==> src/rtl/ebpf_operand_extend_ctrl.sv <==
// Operand extender between eBPF fetch and decode: sign-extends off/imm and
// stitches the two-slot LDDW into one 64-bit immediate.
module ebpf_operand_extend_ctrl #(
  parameter logic [7:0]  LDDW_OPCODE = 8'h18,
  parameter int unsigned INSN_W      = 64
) (
  input  logic              clk,
  input  logic              rst,
  input  logic              flush,
  input  logic [INSN_W-1:0] in_insn,
  input  logic              in_valid,
  output logic              in_ready,
  output logic [7:0]        out_opcode,
  output logic [3:0]        out_dst,
  output logic [3:0]        out_src,
  output logic [63:0]       out_off64,
  output logic [63:0]       out_imm64,
  output logic [1:0]        out_slots,
  output logic              out_err,
  output logic              out_valid,
  input  logic              out_ready
);

  typedef enum logic [0:0] {
    S_FIRST   = 1'b0,
    S_WAIT_HI = 1'b1
  } state_t;

  state_t      state_q;
  logic [7:0]  hold_opcode_q;
  logic [3:0]  hold_dst_q;
  logic [3:0]  hold_src_q;
  logic [15:0] hold_off_q;
  logic [31:0] lo_imm_q;

  logic [7:0]  out_opcode_q;
  logic [3:0]  out_dst_q;
  logic [3:0]  out_src_q;
  logic [63:0] out_off64_q;
  logic [63:0] out_imm64_q;
  logic [1:0]  out_slots_q;
  logic        out_err_q;
  logic        out_valid_q;

  logic [7:0]  in_opcode;
  logic [3:0]  in_dst;
  logic [3:0]  in_src;
  logic [15:0] in_off;
  logic [31:0] in_imm;
  logic [63:0] off64_d;
  logic [63:0] imm64_d;
  logic [63:0] hold_off64_d;
  logic [63:0] lddw_imm64_d;
  logic        hi_malformed_d;
  logic        accept;

  assign in_opcode = in_insn[7:0];
  assign in_dst    = in_insn[11:8];
  assign in_src    = in_insn[15:12];
  assign in_off    = in_insn[31:16];
  assign in_imm    = in_insn[63:32];

  assign off64_d        = {{48{in_off[15]}}, in_off};
  assign imm64_d        = {{32{in_imm[31]}}, in_imm};
  assign hold_off64_d   = {{48{hold_off_q[15]}}, hold_off_q};
  assign lddw_imm64_d   = {in_imm, lo_imm_q};
  // The high LDDW slot must carry nothing but its immediate.
  assign hi_malformed_d = |in_insn[31:0];

  // Depends only on registered state and downstream/flush, never on in_valid.
  assign in_ready = !flush && (!out_valid_q || out_ready);
  assign accept   = in_valid && in_ready;

  always_ff @(posedge clk) begin
    if (rst) begin
      state_q       <= S_FIRST;
      hold_opcode_q <= '0;
      hold_dst_q    <= '0;
      hold_src_q    <= '0;
      hold_off_q    <= '0;
      lo_imm_q      <= '0;
      out_opcode_q  <= '0;
      out_dst_q     <= '0;
      out_src_q     <= '0;
      out_off64_q   <= '0;
      out_imm64_q   <= '0;
      out_slots_q   <= '0;
      out_err_q     <= 1'b0;
      out_valid_q   <= 1'b0;
    end else if (flush) begin
      state_q     <= S_FIRST;
      out_valid_q <= 1'b0;
      out_err_q   <= 1'b0;
    end else begin
      if (out_valid_q && out_ready) begin
        out_valid_q <= 1'b0;
      end
      if (accept) begin
        unique case (state_q)
          S_FIRST: begin
            if (in_opcode == LDDW_OPCODE) begin
              hold_opcode_q <= in_opcode;
              hold_dst_q    <= in_dst;
              hold_src_q    <= in_src;
              hold_off_q    <= in_off;
              lo_imm_q      <= in_imm;
              state_q       <= S_WAIT_HI;
            end else begin
              out_opcode_q <= in_opcode;
              out_dst_q    <= in_dst;
              out_src_q    <= in_src;
              out_off64_q  <= off64_d;
              out_imm64_q  <= imm64_d;
              out_slots_q  <= 2'd1;
              out_err_q    <= 1'b0;
              out_valid_q  <= 1'b1;
            end
          end
          S_WAIT_HI: begin
            out_opcode_q <= hold_opcode_q;
            out_dst_q    <= hold_dst_q;
            out_src_q    <= hold_src_q;
            out_off64_q  <= hold_off64_d;
            out_imm64_q  <= lddw_imm64_d;
            out_slots_q  <= 2'd2;
            out_err_q    <= hi_malformed_d;
            out_valid_q  <= 1'b1;
            state_q      <= S_FIRST;
          end
          default: state_q <= S_FIRST;
        endcase
      end
    end
  end

  assign out_opcode = out_opcode_q;
  assign out_dst    = out_dst_q;
  assign out_src    = out_src_q;
  assign out_off64  = out_off64_q;
  assign out_imm64  = out_imm64_q;
  assign out_slots  = out_slots_q;
  assign out_err    = out_err_q;
  assign out_valid  = out_valid_q;

endmodule
==> config.mk <==
export PLATFORM = sky130hd
export DESIGN_NAME = ebpf_operand_extend_ctrl
export DESIGN_NICKNAME = d
export VERILOG_FILES = /design/src/rtl/ebpf_operand_extend_ctrl.sv
export SDC_FILE = /design/constraint.sdc
export NUM_CORES = 1
export LEC_CHECK = 0
export BUFFER_PORTS_ARGS = -buffer_cell sky130_fd_sc_hd__buf_4
export CAP_MARGIN = 20
export CORE_MARGIN = 2
export CORE_UTILIZATION = 47
export CTS_CLUSTER_DIAMETER = 120
export DETAILED_ROUTE_END_ITERATION = 8
export GPL_ROUTABILITY_DRIVEN = 0
export GPL_TIMING_DRIVEN = 0
export PLACE_DENSITY = 0.77
export SKIP_CTS_REPAIR_TIMING = 1
export SYNTH_ARGS = -nofsm -noshare
export SYNTH_HDL_FRONTEND = slang
export SYNTH_SLANG_ARGS = --single-unit
export TNS_END_PERCENT = 100
==> constraint.sdc <==
create_clock -name clk -period 1.4 [get_ports clk]
set_clock_uncertainty 0.05 [all_clocks]
set_input_delay 0.07 -clock clk [delete_from_list [all_inputs] [get_ports clk]]
set_output_delay 0.07 -clock clk [all_outputs]
set_load 0.05 [all_outputs]
==> results.txt, run 1 <==
Yosys warning total = 0
Root Buffer = clkbuf_16
First-pass GRT wire length = 34.9 mm
Relative slew slack = 45.0%
Detailed-route wire length per cell = 22.5 um
WL met1 = 11.7 mm
Initial antenna violation count = 0
Met2 WL = 14.8 mm
Final min period = 1.65 ns
Initial Util = 48.1%
# fillers = 826
Vias in the first global route = 6580
Worst hold start = in_insn[9]
Count of cell types in the netlist = 30
Reg-to-Reg End = out_imm64[37]
FF/Latch Area = 3310 um2
Die extent in x = 129 um
Synth-to-layout area growth = 70.6%
H-tree levels = 4
Net Count, Synth = 875
Die Span Y = 129 um
CTS tree = done
1st-iter DRT viols = 805
Largest cells by area after synthesis = dfxtp_1, a21oi_1, mux2i_1
Post-synth top area cell = dfxtp_1
I/O pin count = 218
Post-detail-place hpwl = 16.4 mm
Setup slack on the worst flop-to-flop path = -0.25 ns
Highest routed layer = met4
Post-Syn Instances = 806
Drc violations = 0
Worst Setup Path Type = reg2reg
Clock transition at the registers of the reported paths = 0.06 ns
Sequential area share after synthesis = 45.1%
Multi-input gate area = 4130 um2
Number of flops mapped to enable cells by yosys = 0
Max Clk Rate = 0.606 GHz
Pins Over Slew Limit = 0
Critical path peak fanout = 7
Final #Nets = 1202
Count of final setup violators = 203
Vias = 8207
Clock sinks = 165
Worst slew pin tran = 0.825 ns
Final Core Density = 82.2%
Worst Setup Start Kind = flop
Mapped cell area = 7320 um2
Hold depth = 3
RSZ-0062 raised after global routing = true
Cts bufs inserted = 17
Placed Cells incl. Taps = 1210
Setup TNS = -22.21 ns
Worst hold path class = in2reg
CP Data Required Time = 1.68 ns
Clock latency on the worst-skew pair = 0.44 ns
Worst Setup End Kind = flop
CORE AREA = 15200 um2
Worst VDD drop = 954 uV
Reg2Reg Depth = 7
Main synth FF type = dfxtp_1
Max cap viols = 0
Final cycle utilization of the critical path = 118%
Top-count cell post-synth = dfxtp_1
Hold endpoint = out_dst[1]
Leak Pwr = 4.69 nW
Non-filler instance count after layout = 1334
Worst r2r src = state_q
Vias per inst = 6.15
Die ar. = 16600 um2
Clock buffer depth = 2
Ys async rst share = 0%
Share of post-route cells with drive strength above 1 = 52.8%
Synth cell count leaders = dfxtp_1, a21oi_1, mux2i_1, nand3_1, o21ai_0
Minimum hold slack = 0.00945 ns
Met3 WL post-DR = 2.39 mm
GRT Residual Overflow = 0
Failing checks = setup timing
Port Buffers = 216
Row count = 45
PD cells = 1050 nW/um2
Global-route usage over all layers = 26.7%
Largest net degree at the start of global routing = 51
Remaining antenna violation count = 0
First-pass DRT Iterations = 7
Syn Area/Cell = 9.08 um2
Final wirelength = 30.0 mm
Crit path arrival time = 1.93 ns
FF+latch count, synth = 165
Final-report hold violation count = 0
Status = finished with violations
Worst setup margin = -0.249 ns
Synth top area share = 45.1%
[worst max-delay path by stage]
stage / start / cells past startpoint / slack [ns] / endpoint
after floorplan: out_valid / 7 / -0.09 / hold_off_q[13]
after global placement: rst / 4 / -0.57 / out_off64[10]
after detailed placement: rst / 4 / -0.59 / out_off64[4]
after CTS: out_off64[62] / 2 / -0.46 / out_off64[40]
after global routing: state_q / 7 / -0.27 / out_imm64[57]
final: state_q / 7 / -0.25 / out_imm64[37]
[metrics by stage]
| stage | area (um2) | total power [mW] | setup slack (ns) |
|---|---|---|---|
| floorplan | 7580 | 6.94 | -0.0906 |
| global placement | 9440 | 7.81 | -0.574 |
| detailed placement | 9440 | 7.83 | -0.586 |
| CTS | 10000 | 12.3 | -0.460 |
| global route | 12500 | 13.4 | -0.272 |
| finish | 12500 | 13.1 | -0.249 |
[cell usage in the layout (no fill, tap or decap), types with 15 or more instances in the layout]
cell,n
dfxtp_1,162
dlygate4sd3_1,58
nand3_1,42
a21oi_2,73
buf_6,54
buf_12,15
mux2i_1,61
nand2_1,35
buf_8,24
clkbuf_1,20
a211oi_2,62
clkbuf_16,34
o21ai_1,35
buf_4,232
a21oi_1,83
a311oi_2,26
[registers in the layout (all words and copies together) (netlist names)]
signal,flops
out_slots,2
out_off64,16
out_valid,1
hold_src_q,4
hold_dst_q,4
lo_imm_q,32
out_err,1
hold_off_q,16
state_q,1
out_imm64,64
out_opcode,8
hold_opcode_q,8
out_src,4
out_dst,4
[final cells by class]
class / instances / share of cell area, %
inverter: 1 / 0.0301
buffer: 137 / 10.3
clock buffer: 22 / 3.64
timing repair buffer: 308 / 23.7
tap: 188 / 1.88
sequential: 165 / 26.5
clock inverter: 9 / 0.852
multi-input combinational: 503 / 33.1
antenna: 1 / 0.0200
[power breakdown]
group / switching, mW / leakage, nW / internal, mW / total, mW
clock network: 1.97 / 0.266 / 2.66 / 4.62
registers: 0.157 / 1.35 / 4.89 / 5.05
logic: 2.11 / 3.07 / 1.35 / 3.47
total: 4.24 / 4.69 / 8.90 / 13.1
[per-layer routing]
metal,global-route usage (%),up-vias
met5,0,-
met3,5.24,112
met4,8.25,0
li1,-,3591
met2,43.7,539
met1,35.7,3965
[cell families after synthesis]
kind of cell / synth area share (%)
simple gates: 8.84
flops: 45.1
mux: 8.48
buf+inv: 10.5
compound gates: 27.1
[critical path, cell delays in order (launching register included)]
cell and delay (ns):
dfxtp_2 0.33, nor2b_4 0.15, and4_1 0.23, buf_6 0.16
nor2_4 0.07, buf_8 0.16, buf_6 0.13, a311oi_2 0.25
No activity file was read; power rests on OpenSTA's default activity.
==> inputs of run 2 (changes only) <==
- CORE_MARGIN: 2 -> default
- SETUP_SLACK_MARGIN: default -> 0.4
==> run 2 against run 1 <==
  * The run ends with hold timing, setup timing left
  * Sequential power rose by 0.8%
  * Sequential share of layout area is 1.6 points lower
  * Non-clock buffer count rose by 35
  * Routed wire length up 19%
  * Clock power rose by 7.4%
  * Hold slack worse by 0.065 ns
  * Maximum frequency fell by 16%
  * Via count rose by 10%
  * Core utilization grew 7.1 points
  * Clock-buffer cell count is 3 lower
  * Critical endpoint is now lo_imm_q[8]
  * Largest power group unchanged
==> results.txt, run 2 (same netlist as run 1, synthesis figures left out) <==
Status = finished with violations
Failing checks = hold timing, setup timing
Critical path peak fanout = 10
Tot Pwr = 14.0 mW
Cts bufs inserted = 17
Vias in the first global route = 6572
Area after DPL = 9780 um2
Final-report hold violation count = 6
Hold endpoint = out_valid
Final #Nets = 1238
Final cycle utilization of the critical path = 140%
Initial Util = 48.1%
I/O pin count = 218
Row count = 45
Detailed-route wire length per cell = 26.1 um
Synth-to-layout area growth = 85.3%
Clock buffer depth = 2
Commonest non-fill, non-tap cell in the layout = buf_4
Pins Over Slew Limit = 0
CORE AREA = 15200 um2
Worst Setup Path Type = reg2reg
Worst VDD drop = 864 uV
Clock transition at the registers of the reported paths = 0.07 ns
First-pass GRT wire length = 35.3 mm
First-pass DRT Iterations = 8
Vias = 9053
Worst slew pin tran = 0.942 ns
Root Buffer = clkbuf_16
Final min period = 1.96 ns
Design area = 13600 um2
H-tree levels = 4
Setup slack on the worst flop-to-flop path = -0.56 ns
RSZ-0062 raised after global routing = true
Die extent in x = 127 um
Ant diodes = 0
Global-route usage over all layers = 28.0%
Port Buffers = 216
Worst Setup Start Kind = flop
Max reg flops = 64
Delay of the slowest cell on the worst path = 0.55 ns
Worst hold start = flush
Die Span Y = 127 um
Crit-path cells = nor2b_4 -> buf_4 -> nand4_4 -> buf_4 -> o21ai_1 -> a21oi_2
Max cap viols = 0
Post-detail-place hpwl = 16.2 mm
Minimum hold slack = -0.0554 ns
Worst Setup End Kind = flop
CP Data Required Time = 1.64 ns
GRT Residual Overflow = 0
Hold depth = 3
Final wirelength = 35.8 mm
1st-iter DRT viols = 1159
Count of final setup violators = 214
Reg-to-Reg End = lo_imm_q[8]
Worst setup margin = -0.556 ns
Share of post-route cells with drive strength above 1 = 55.9%
Max Clk Rate = 0.511 GHz
Remaining antenna violation count = 0
Vias per inst = 6.61
Die ar. = 16100 um2
Leak Pwr = 5.10 nW
Worst hold path class = in2reg
CP max stage cell = o21ai_1
Relative slew slack = 37.2%
Clock latency on the worst-skew pair = 0.44 ns
PD cells = 1030 nW/um2
Initial antenna violation count = 1
Clock sinks = 165
Worst r2r src = state_q
Largest net degree at the start of global routing = 51
Crit path arrival time = 2.20 ns
Commonest non-fill, non-tap cells in the layout = buf_4, buf_8, dfxtp_1
Reg2Reg Depth = 6
Crit-path most repeated cell = buf_4
Drc violations = 0
CTS tree = done
run 2: area by class of cell:
| type | instances | area (um2) |
|---|---|---|
| Sequential cell | 165 | 3380 |
| Inverter | 1 | 3.75 |
| Buffer | 136 | 1520 |
| Timing Repair Buffer | 344 | 3770 |
| Fill cell | 538 | 1640 |
| Tap cell | 188 | 235 |
| Clock inverter | 13 | 148 |
| Clock buffer | 19 | 464 |
| Multi-Input combinational cell | 504 | 4040 |
run 2: worst max path at each step:
stage                  startpoint  cells past startpoint       endpoint
floorplan               out_valid                      7  out_imm64[27]
CTS                 out_off64[62]                      2  out_off64[60]
detailed placement            rst                      4    lo_imm_q[0]
global route              state_q                      6    lo_imm_q[8]
finish                    state_q                      6    lo_imm_q[8]
global placement              rst                      4    lo_imm_q[0]
run 2: where the power goes:
part	switching, mW	leakage, nW	internal (mW)
combinational	2.26	3.44	1.68
clock	2.16	0.287	2.80
sequential	0.191	1.37	4.90
run 2: metrics by stage:
step	setup TNS [ns]	cells	setup slack (ns)	utilization (%)
2_1_floorplan	-2.14	806	-0.0389	-
3_3_place_gp	-61.36	1210	-0.548	64.3
3_5_place_dp	-62.23	1210	-0.540	64.3
4_1_cts	-56.91	1242	-0.599	68.3
5_1_grt	-44.83	1370	-0.547	89.2
6_report	-39.89	1370	-0.556	89.2
run 2: worst max-delay path: cells and delay by family, from the launching register on:
kind,cells,cell delay (ns)
AOI/OAI and AO/OA,2,0.69
DFF,1,0.34
buffers and inverters,2,0.42
and+or+nand+nor,2,0.30
run 2: per-layer routing:
layer | GRT usage, % | vias up | routed length [um]
met5 | 0 | - | 0
met4 | 7.42 | 0 | 2610
met3 | 5.95 | 265 | 3690
met2 | 47.4 | 801 | 17100
met1 | 36.3 | 4319 | 12400
li1 | - | 3668 | -
